File: config.mk
export PLATFORM = sky130hd
export DESIGN_NAME = sn_rd_ctrl
export DESIGN_NICKNAME = d
export VERILOG_FILES = /design/src/rtl/sn_rd_ctrl.sv
export SDC_FILE = /design/constraint.sdc
export NUM_CORES = 1
export LEC_CHECK = 0
export CAP_MARGIN = 30
export CORE_MARGIN = 8
export CORE_UTILIZATION = 59
export CTS_CLUSTER_DIAMETER = 150
export DETAILED_ROUTE_END_ITERATION = 10
export PLACE_DENSITY = 0.91
export SLEW_MARGIN = 20
export SYNTH_ARGS = -nofsm -noshare
export SYNTH_HDL_FRONTEND = slang
export SYNTH_SLANG_ARGS = --single-unit
File: constraint.sdc
create_clock -name clk -period 7 [get_ports clk]
set_input_delay 1.4 -clock clk [delete_from_list [all_inputs] [get_ports clk]]
set_output_delay 1.4 -clock clk [all_outputs]
set_load 0.005 [all_outputs]
File: src/rtl/sn_rd_ctrl.sv
// Read-response sequencer for the SN slave network interface.
// Tracks source ID and burst length of each accepted AR in an in-order FIFO,
// gates the AXI AR/R handshakes against it, and tags R flits with
// head/tail/target ID. Control only; payload buses bypass this block.
module sn_rd_ctrl #(
  parameter int DEPTH = 4,
  parameter int LEN_W = 8,
  parameter int SRC_W = 2,
  parameter int CNT_W = $clog2(DEPTH + 1)
) (
  input  logic             clk,
  input  logic             rst,
  input  logic             ar_valid,
  output logic             ar_ready,
  input  logic [LEN_W-1:0] ar_len,
  input  logic [SRC_W-1:0] ar_srcid,
  output logic             ARVALID,
  input  logic             ARREADY,
  input  logic             RVALID,
  output logic             RREADY,
  input  logic             RLAST,
  output logic             r_valid,
  input  logic             r_ready,
  output logic             r_head,
  output logic             r_tail,
  output logic [SRC_W-1:0] r_tgtid,
  output logic [CNT_W-1:0] outstanding,
  output logic             err_rlast
);

  localparam int PTR_W = (DEPTH > 1) ? $clog2(DEPTH) : 1;

  logic [PTR_W-1:0] wr_ptr_q, wr_ptr_d;
  logic [PTR_W-1:0] rd_ptr_q, rd_ptr_d;
  logic [LEN_W-1:0] beat_cnt_q, beat_cnt_d;
  logic [CNT_W-1:0] cnt_q, cnt_d;
  logic             err_q, err_d;

  logic [SRC_W-1:0] src_mem_q [DEPTH];
  logic [LEN_W-1:0] len_mem_q [DEPTH];

  logic             full, empty, push, beat, pop, tail_hit;
  logic [SRC_W-1:0] h_src;
  logic [LEN_W-1:0] h_len;

  // Tracker slots: each entry loads when the write pointer selects it on a push
  for (genvar gi = 0; gi < DEPTH; gi++) begin : g_slot
    // Capture {srcid, len} into slot gi on an accepted AR
    always_ff @(posedge clk) begin
      if (push && (wr_ptr_q == PTR_W'(gi))) begin
        src_mem_q[gi] <= ar_srcid;
        len_mem_q[gi] <= ar_len;
      end
    end
  end

  // Handshake gating and flit tagging; full/empty come from registered count only
  always_comb begin
    full     = (cnt_q == CNT_W'(DEPTH));
    empty    = (cnt_q == '0);
    h_src    = src_mem_q[rd_ptr_q];
    h_len    = len_mem_q[rd_ptr_q];
    ARVALID  = ar_valid & ~full;
    ar_ready = ARREADY & ~full;
    push     = ar_valid & ar_ready;
    r_valid  = RVALID & ~empty;
    RREADY   = r_ready & ~empty;
    beat     = RVALID & RREADY;
    tail_hit = (beat_cnt_q == h_len);
    pop      = beat & tail_hit;
    r_head   = r_valid & (beat_cnt_q == '0);
    r_tail   = r_valid & tail_hit;
    // Stale slot contents must not leak out while nothing is tracked
    r_tgtid  = empty ? '0 : h_src;
  end

  // Next-state: pointers, beat counter, outstanding count and sticky RLAST error
  always_comb begin
    wr_ptr_d   = wr_ptr_q;
    rd_ptr_d   = rd_ptr_q;
    beat_cnt_d = beat_cnt_q;
    cnt_d      = cnt_q;
    err_d      = err_q;
    if (push) begin
      wr_ptr_d = wr_ptr_q + PTR_W'(1);
    end
    if (beat) begin
      if (tail_hit) begin
        rd_ptr_d   = rd_ptr_q + PTR_W'(1);
        beat_cnt_d = '0;
      end else begin
        beat_cnt_d = beat_cnt_q + LEN_W'(1);
      end
      // Tracked length is authoritative; a disagreeing RLAST only flags
      if (RLAST != tail_hit) begin
        err_d = 1'b1;
      end
    end
    if (push && !pop) begin
      cnt_d = cnt_q + CNT_W'(1);
    end else if (pop && !push) begin
      cnt_d = cnt_q - CNT_W'(1);
    end
  end

  // State registers with synchronous reset discarding all tracked bursts
  always_ff @(posedge clk) begin
    if (rst) begin
      wr_ptr_q   <= '0;
      rd_ptr_q   <= '0;
      beat_cnt_q <= '0;
      cnt_q      <= '0;
      err_q      <= 1'b0;
    end else begin
      wr_ptr_q   <= wr_ptr_d;
      rd_ptr_q   <= rd_ptr_d;
      beat_cnt_q <= beat_cnt_d;
      cnt_q      <= cnt_d;
      err_q      <= err_d;
    end
  end

  assign outstanding = cnt_q;
  assign err_rlast   = err_q;

endmodule

# After elaboration in Yosys (flattened, before gate mapping)
# Memories as Yosys holds them, arrays and structs flattened. A register that Yosys moved wholly into a read port is not among the register bits.
# Index checks and enable logic that the tools add are counted.
[totals]
memories = 2
mem_bits_rw = 40
out_inout_bits = 12
register_bits = 16
word_cells = 83
[mem_list]
columns = ["name", "words", "word_bits", "read_ports", "rd_ports_with_merged_regs", "write_ports", "line_no", "text"]
rows = [
  ["len_mem_q", 4, 8, 1, 1, 1, "40", "logic [LEN_W-1:0] len_mem_q [DEPTH];"],
  ["src_mem_q", 4, 2, 1, 1, 1, "39", "logic [SRC_W-1:0] src_mem_q [DEPTH];"],
]
[op_classes]
n_mux = 34
bitwise = 11
eq_ne = 6
reduce_logical = 20
n_addsub = 5
[op_table]
columns = ["op", "count"]
rows = [
  ["$mux 8", 4],
  ["$mux 2", 14],
  ["$reduce_or 8->1", 3],
  ["$mux 1", 14],
  ["$and 1x1->1", 9],
  ["$add 8x1->8 const B", 1],
  ["$eq 8x8->1", 1],
  ["$logic_not 8->1", 1],
  ["$logic_and 1x1->1", 6],
  ["$mux 3", 2],
  ["$reduce_or 2->1", 3],
  ["$add 2x1->2 const B", 2],
  ["$eq 2x2->1 const B", 2],
  ["$reduce_and 2->1", 2],
  ["$add 3x1->3 const B", 1],
  ["$eq 3x3->1 const B", 1],
  ["$logic_not 3->1", 1],
  ["$sub 3x1->3 const B", 1],
  ["$eq 2x1->1 const B", 1],
  ["$logic_not 1->1", 2],
  ["$logic_not 2->1", 1],
  ["$not 1->1", 2],
  ["$reduce_bool 2->1", 1],
  ["$ne 1x1->1", 1],
]

# Depth between registers and ports, before layout
# Gate-level depths: netlist (run 1).
[depth]
depth_word = 11
depth_mapped = 12
mapped_depth_nobuf = 11

# Least setup slack after synthesis (run 1)
# OpenSTA, ideal clock, no wires.
[synth_path]
kind = "input-to-reg"
start = "input ar_valid"
end = "register cnt_q[2], in the netlist outstanding[2]"
required_ps = 6930
setup_slack_ps = 3735
path_stages = 9
setup_ps = 70
t_arrival_ps = 3195
cell_sequence = "a21boi_1 and2_1 clkbuf_1 ha_1 inv_1 fa_1 xor2_1 or3_1 a21oi_1"
[synth_between]
elab_chain_cells = 4
[synth_lines]
columns = ["element", "line_no", "text"]
rows = [
  ["from (decl)", "13", "input logic ar_valid,"],
  ["$and 1x1->1 (*)", "65", "push = ar_valid & ar_ready;"],
  ["named net push", "42", "logic full, empty, push, beat, pop, tail_hit;"],
  ["$logic_not 1->1", "101", "end else if (pop && !push) begin"],
  ["$logic_and 1x1->1", "101", ""],
  ["$reduce_bool 2->1 (no line)", "n/a", ""],
  ["to (signal assigned)", "118", "cnt_q <= cnt_d;"],
  ["to (decl)", "36", "logic [CNT_W-1:0] cnt_q, cnt_d;"],
]
# The timed path passes the listed nets; every way through them passes the cells marked *.
# A chain may end at the register's enable or synchronous reset.

==> impl_metrics.json, run 1 <==
{
  "postSynth.asyncResetShare": 0,
  "yosys.area.top_type": "edfxtp_1",
  "hpwl_um": 3213,
  "cts_root_buf": "clkbuf_8",
  "muxShareOfSynthArea": 0.09737,
  "synth_nets": 195,
  "synth-seq-cells": 58,
  "synth_fa_ha_area_frac": 0.04272,
  "power_w": 0.0007336,
  "maxSlewHeadroom": 0.5728,
  "synth-simple-area-share": 0.1048,
  "clock_latency_ns": 0.33,
  "drt_wl_total_um": 4613,
  "skew_ns": 0.007633,
  "crit_type": "reg -> out",
  "start_kind": "register",
  "worst_pin_slew_ns": 0.6399,
  "rsz0062_at_grt": "false",
  "core-area_um2": 4058,
  "synth.cell_area_um2": 2519,
  "netlist.area_leader.share": 0.4769,
  "fp.dieH_um": 81.34,
  "drive_gt1_frac": 0.1298,
  "clkSinkCount": 58,
  "worstHoldStart": "err_rlast$_SDFFE_PP0P_",
  "crit_fanout": 10,
  "power_density_nw_per_um2": 243.9,
  "synthFlopType": "edfxtp_1",
  "cts_setup_buffers": 0,
  "worstHoldPathType": "reg -> reg",
  "cts_resized": 0,
  "outcome": "finished clean",
  "synthesis.instances": 170,
  "ctsHoldBuffers": 0,
  "finalMaxSlewViolations": 0,
  "syn_area_per_cell_um2": 14.82,
  "grt_overflow": 0,
  "whs_endpoint": "err_rlast$_SDFFE_PP0P_",
  "initial_utilization": 0.6207,
  "first_global_vias": 1508,
  "synth_edf_count": 40,
  "finalWeightedCongestion": 0.7235,
  "synth_seq_area_share": 0.6200,
  "final_common_cell": "edfxtp_1",
  "required_ns": 5.60,
  "drv_cap": 0,
  "insertedDiodeCount": 0,
  "setup_viol": 0,
  "fmax_ghz": 0.2298,
  "period_needed_ns": 4.352,
  "synth_top_family_by_area": "simple AND/OR/NAND/NOR gates",
  "synthXorXnorAreaFrac": 0.07452,
  "drc": 0,
  "ir_drop_mv": 0.1558,
  "grt_use_total": 0.1529,
  "fillers": 238,
  "cts_tree": "built",
  "crit_arrival_ns": 2.95,
  "cts_buffer_depth": 2,
  "num_rows": 23,
  "antenna_found_initial": 0,
  "cp-end-kind": "primary output",
  "setup-tns-final_ns": 0,
  "die_w_um": 81.34,
  "viasPerCell": 5.760,
  "setup_ws_ns": 2.648,
  "htree_levels": 3,
  "ant_nets": 0,
  "layout.nets": 228,
  "ys_types": 33,
  "vias": 1486,
  "wl_per_cell_um": 17.88,
  "drt-pass1-iter-count": 5,
  "grt_max_degree": 11,
  "yosys_warnings": 0,
  "power_leakage_nw": 1.017,
  "final_cell_mix": "edfxtp_1, clkdlybuf4s50_1, dfxtp_1",
  "cts_buffers": 9,
  "hold_viol": 0,
  "die_area_um2": 6615,
  "io_buffer_count": 28,
  "clk_pin_slew_worst_paths_ns": 0.07,
  "first_iter_violations": 111,
  "reg2regPathDepth": 11,
  "synth_area_leaders": "edfxtp_1, dfxtp_1, mux4_2",
  "pre_cts_slack_ns": 2.750,
  "pin_count": 29,
  "area_growth_pct": 19.42,
  "rrSetupSlack_ns": 3.78,
  "grt_pass1_wl_um": 7458,
  "post-route-period-util": 0.6217,
  "hold_depth": 2,
  "synth_compound_area_frac": 0.03974,
  "r2r-end": "outstanding[2]$_SDFFE_PP0P_"
}
## final cells by class
type	instances	area, um2	share of cell area
sequential	58	1562	0.5191
multi-input combinational	100	904.6	0.3007
timing repair buffer	28	280.3	0.09318
clock buffer	11	131.4	0.04368
tap	50	62.56	0.02080
clock inverter	5	45.04	0.01498
inverter	6	22.52	0.007488
## power by group
group / internal, W / switching (W)
clock: 0.000160 / 0.000122
combinational: 0.0000368 / 0.0000316
sequential: 0.000376 / 0.00000723
total: 0.000573 / 0.000161
## state kept, by name, summed over array words and instances, names as in the netlist, named ones only
signal / count
len_mem_q: 32
beat_cnt_q: 8
src_mem_q: 8
outstanding: 3
rd_ptr_q: 2
wr_ptr_q: 2
err_rlast: 1
## cell families (layout without fill, tap and decap cells)
family                   Yosys count  count (layout)
multiplexers                      12              12
AND/OR/NAND/NOR                   48              48
flip-flops                        58              58
adder cells (fa/ha/maj)            8               8
buffers and inverters             12              50
XOR/XNOR                          18              18
AO/OA/AOI/OAI                     14              14
## metal layers
layer	GRT usage	part of all wire
met1	0.1843	0.42
met3	0.05077	0.050
met2	0.2434	0.51
met4	0.06964	0.013
met5	0	0
## cell usage after synthesis (all sizes together), types with 4 or more instances
| master | count |
|---|---|
| ha | 7 |
| nand2 | 9 |
| dfxtp | 18 |
| xnor2 | 12 |
| xor2 | 6 |
| edfxtp | 40 |
| nand4 | 5 |
| nor2b | 4 |
| clkbuf | 5 |
| mux4 | 10 |
| inv | 6 |
| and3 | 6 |
| a21oi | 5 |
| nor2 | 15 |
## worst max-delay path: stages, from the launching register on
cell             delay [ns]
dfxtp_1                0.73
mux4_2                 0.59
xnor2_1                0.22
nand4_2                0.25
nor2_1                 0.18
and2_1                 0.15
clkdlybuf4s50_1        0.50
## how the worst max path moves through the flow
stage,from,endpoint,slack [ns],cells past startpoint
finish,register,r_tail,2.65,6
global route,register,r_tail,2.40,6
CTS,register,r_tail,2.61,6
detailed placement,RVALID,r_head,2.75,4
global placement,RVALID,r_head,2.79,4
floorplan,ar_valid,outstanding[2]$_SDFFE_PP0P_,3.73,9
## through the flow
stage | utilization | instances | hold WS [ns] | area, um2
after detailed placement | 0.6978 | 242 | 0.4771 | 2831
after global placement | 0.6978 | 242 | 0.4568 | 2831
after floorplan | - | 170 | 0.4529 | 2519
final | 0.7413 | 258 | 0.4803 | 3008
after CTS | 0.7413 | 258 | 0.4935 | 3008
after global routing | 0.7413 | 258 | 0.5321 | 3008
(Power assumes the default switching activity.)
==> run 2: changes to the inputs <==
CORE_UTILIZATION = 50   (was 59)
PLACE_DENSITY = 0.83   (was 0.91)
clock period = 3.6 ns   (was 7 ns; I/O delays follow)
==> impl_metrics.json, run 2 (synthesis results as in run 1) <==
{
  "outcome": "finished clean",
  "die_area_um2": 7565,
  "power_density_nw_per_um2": 464.6,
  "finalMaxSlewViolations": 0,
  "cts_buffers": 9,
  "cts_buffer_depth": 2,
  "final_cell_mix": "edfxtp_1, clkdlybuf4s50_1, dfxtp_1",
  "drv_cap": 0,
  "power_leakage_nw": 1.036,
  "drt_wl_total_um": 4432,
  "cts_root_buf": "clkbuf_8",
  "cts_resized": 0,
  "vias": 1430,
  "crit_type": "reg -> out",
  "rsz0062_at_grt": "false",
  "setup-tns-final_ns": 0,
  "drc": 0,
  "initial_utilization": 0.5060,
  "hold_viol": 0,
  "grt_overflow": 0,
  "pin_count": 29,
  "maxSlewHeadroom": 0.6104,
  "drt-pass1-iter-count": 4,
  "worst_pin_slew_ns": 0.5800,
  "reg.largest.list": "len_mem_q x32, beat_cnt_q x8, src_mem_q x8",
  "grt_use_total": 0.1322,
  "clock_latency_ns": 0.33,
  "core-area_um2": 4977,
  "start_kind": "register",
  "largest_reg_flops": 32,
  "fp.dieH_um": 86.98,
  "io_buffer_count": 28,
  "setup_viol": 0,
  "skew_ns": 0.003125,
  "power_w": 0.001419,
  "ctsHoldBuffers": 0,
  "crit_fanout": 10,
  "ir_drop_mv": 0.3099,
  "finalWeightedCongestion": 0.7196,
  "cts_setup_buffers": 0,
  "grt_max_degree": 11,
  "crit_arrival_ns": 2.60,
  "period_needed_ns": 3.318,
  "required_ns": 2.88,
  "fmax_ghz": 0.3014,
  "antenna_found_initial": 0,
  "cp-end-kind": "primary output",
  "hpwl_um": 3035,
  "drive_gt1_frac": 0.1571,
  "die_w_um": 86.98,
  "grt_pass1_wl_um": 7293,
  "insertedDiodeCount": 0,
  "num_rows": 26,
  "layout.nets": 230,
  "clkSinkCount": 58,
  "first_global_vias": 1482,
  "ant_nets": 0,
  "post-route-period-util": 0.9217,
  "viasPerCell": 5.107,
  "cts_tree": "built",
  "worstHoldPathType": "reg -> reg",
  "area_growth_pct": 21.26,
  "first_iter_violations": 46,
  "final_common_cell": "edfxtp_1",
  "regMostFlops": "len_mem_q",
  "wl_per_cell_um": 15.83,
  "clk_pin_slew_worst_paths_ns": 0.06,
  "htree_levels": 3
}
## run 2: changes by cell type in the layout (fill, tap and decap cells not counted)
cell,before,now
clkbuf_1,2,1
buf_4,0,2
clkinv_2,0,2
clkinv_1,4,1
clkbuf_8,9,12
bufinv_16,1,0
## run 2: final timing paths
kind,from,end,slack (ns),depth (start not counted)
worst max-delay path,register,r_tail,0.28,7
worst min-delay path,err_rlast$_SDFFE_PP0P_,err_rlast$_SDFFE_PP0P_,0.47,2
worst max register to register,register,outstanding[2]$_SDFFE_PP0P_,0.71,12
worst min register to register,err_rlast$_SDFFE_PP0P_,err_rlast$_SDFFE_PP0P_,0.47,2
## run 2: through the flow
stage	instances	setup WS [ns]	area (um2)	utilization	hold slack (ns)
floorplan	170	0.9448	2519	-	0.4529
global placement	263	0.5931	2864	0.5754	0.4605
detailed placement	263	0.5440	2864	0.5754	0.4710
CTS	279	0.1774	3047	0.6121	0.4846
global route	280	0.07523	3054	0.6136	0.5266
finish	280	0.2819	3054	0.6136	0.4741
## run 2: worst max-delay path, stage by stage, from the launching register on
cell	delay, ns
dfxtp_1	0.31
buf_4	0.22
mux4_2	0.57
xnor2_2	0.19
nand4_4	0.18
nor2_1	0.17
and2_1	0.13
clkdlybuf4s50_1	0.49
## run 2: routing by layer
layer / vias to the layer above / wire [um] / track usage
li1: 699 / - / -
met4: 0 / 81 / 0.07042
met5: - / 0 / 0
met2: 28 / 2108 / 0.2040
met1: 695 / 2030 / 0.1561
met3: 8 / 211 / 0.05000
## run 2: final cells by class
class	instances	area, um2
clock buffer	13	168.9
clock inverter	3	13.76
fill	395	1923
inverter	6	22.52
multi-input combinational	100	904.6
sequential	58	1562
tap	70	87.58
timing repair buffer	30	295.3
## run 2: power by group
part | internal, W | switching [W] | total (W) | leakage [nW]
registers | 0.000732 | 0.0000144 | 0.000746 | 0.509
logic | 0.0000711 | 0.0000590 | 0.000130 | 0.430
clock network | 0.000301 | 0.000242 | 0.000543 | 0.0968
total | 0.00110 | 0.000315 | 0.00142 | 1.04
==> run 3: changes to the inputs <==
GPL_ROUTABILITY_DRIVEN = 0   (was not set)
PLACE_DENSITY = 0.78   (was 0.83)
SKIP_CTS_REPAIR_TIMING = 1   (was not set)
==> impl_metrics.json, run 3 (synthesis results as in run 1) <==
{
  "outcome": "finished clean",
  "pin_count": 29,
  "insertedDiodeCount": 0,
  "first_iter_violations": 48,
  "fillers": 406,
  "setup-tns-final_ns": 0,
  "final_common_cell": "edfxtp_1",
  "grt_use_total": 0.1291,
  "clkSinkCount": 58,
  "viasPerCell": 5.168,
  "drc": 0,
  "regMostFlops": "len_mem_q",
  "vias": 1442,
  "finalNonFillerCells": 279,
  "cts_tree": "built",
  "finalMaxSlewViolations": 0,
  "wl_per_cell_um": 15.62,
  "htree_levels": 3,
  "die_area_um2": 7565,
  "setup_viol": 0,
  "clock_latency_ns": 0.33,
  "crit_type": "reg -> out",
  "worstPathCellList": "buf_6 -> mux4_2 -> xnor2_1 -> nand4_2 -> nor2_1 -> and2_1 -> clkdlybuf4s50_1",
  "start_kind": "register",
  "largest_reg_flops": 32,
  "cts_buffers": 9,
  "area_growth_pct": 21.21,
  "top_layer_used": "met4",
  "drt-pass1-iter-count": 4,
  "grt_overflow": 0,
  "worstHoldPathType": "reg -> reg",
  "fp.dieH_um": 86.98,
  "core-area_um2": 4977,
  "power_density_nw_per_um2": 470.8,
  "final_cell_mix": "edfxtp_1, clkdlybuf4s50_1, dfxtp_1",
  "cts_buffer_depth": 2,
  "fmax_ghz": 0.2975,
  "ant_nets": 0,
  "wl_met1_um": 1900,
  "grt_max_degree": 11,
  "placed_cells": 263,
  "cp_slowest_stage_delay_ns": 0.54,
  "skew_ns": 0.006982,
  "clk_pin_slew_worst_paths_ns": 0.07,
  "crit_arrival_ns": 2.64,
  "hold_slack_ns": 0.4728,
  "cts_root_buf": "clkbuf_8",
  "grt_pass1_wl_um": 7176,
  "crit_slowest_cell": "mux4_2",
  "power_leakage_nw": 1.023,
  "rsz0062_at_grt": "false",
  "crit_fanout": 10,
  "die_w_um": 86.98,
  "hold_viol": 0,
  "ir_drop_mv": 0.4460,
  "antenna_found_initial": 0,
  "reg.largest.list": "len_mem_q x32, beat_cnt_q x8, src_mem_q x8",
  "worst_pin_slew_ns": 0.6085,
  "post-route-period-util": 0.9336,
  "wl_met3_um": 191,
  "io_buffer_count": 28,
  "drive_gt1_frac": 0.1483,
  "maxSlewHeadroom": 0.5919,
  "wl_met2_um": 2227,
  "initial_utilization": 0.5060,
  "required_ns": 2.88,
  "layout.nets": 229,
  "first_global_vias": 1461,
  "worstHoldStart": "err_rlast$_SDFFE_PP0P_",
  "cp-end-kind": "primary output",
  "rrSetupSlack_ns": 0.75,
  "hpwl_um": 2948,
  "drv_cap": 0,
  "num_rows": 26,
  "period_needed_ns": 3.361,
  "drt_wl_total_um": 4359
}
[run 3: cell count changes in the layout (fill, tap and decap cells not counted)]
cell        delta
buf_6          +1
clkinvlp_4     +2
clkinv_2       -1
buf_4          -2
clkbuf_8       -3
clkinv_1       +1
bufinv_16      +1
[run 3: path summary, 6_finish.rpt]
| kind | to | cells past startpoint |
|---|---|---|
| min | err_rlast$_SDFFE_PP0P_ | 2 |
| max reg2reg | outstanding[2]$_SDFFE_PP0P_ | 12 |
| max | r_tail | 7 |
| min reg2reg | err_rlast$_SDFFE_PP0P_ | 2 |
[run 3: area by class of cell]
type | count | area (um2) | share of cell area
Tap cell | 70 | 87.58 | 0.02869
Clock buffer | 10 | 127.6 | 0.04180
Clock inverter | 6 | 57.56 | 0.01885
Sequential cell | 58 | 1562 | 0.5115
Multi-Input combinational cell | 100 | 904.6 | 0.2963
Inverter | 6 | 22.52 | 0.007377
Timing Repair Buffer | 29 | 291.5 | 0.09549
[run 3: routing by layer]
metal | up-vias | GRT usage
met5 | - | 0
met4 | 0 | 0.06416
met3 | 5 | 0.05189
met2 | 28 | 0.2096
met1 | 711 | 0.1436
li1 | 698 | -
[run 3: where the power goes]
| part | switching, W | internal [W] |
|---|---|---|
| clock | 0.000249 | 0.000313 |
| combinational | 0.0000586 | 0.0000707 |
| sequential | 0.0000140 | 0.000731 |
| total | 0.000322 | 0.00112 |
[run 3: critical path, delay by kind of cell, from the launching register on]
kind | cells | cell delay [ns]
muxes | 1 | 0.54
xor gates and xnor gates | 1 | 0.18
and+or+nand+nor | 3 | 0.56
buffers and inverters | 2 | 0.70
DFF | 1 | 0.33
[run 3: stage by stage]
step	setup slack (ns)	total power, W	util	instance area (um2)
after floorplan	0.9448	0.0008237	-	2519
after global placement	0.5828	0.0008869	0.5754	2864
after detailed placement	0.5172	0.0008906	0.5754	2864
after CTS	0.1696	0.001449	0.6126	3049
after global routing	0.03144	0.001493	0.6134	3053
final	0.2391	0.001437	0.6134	3053
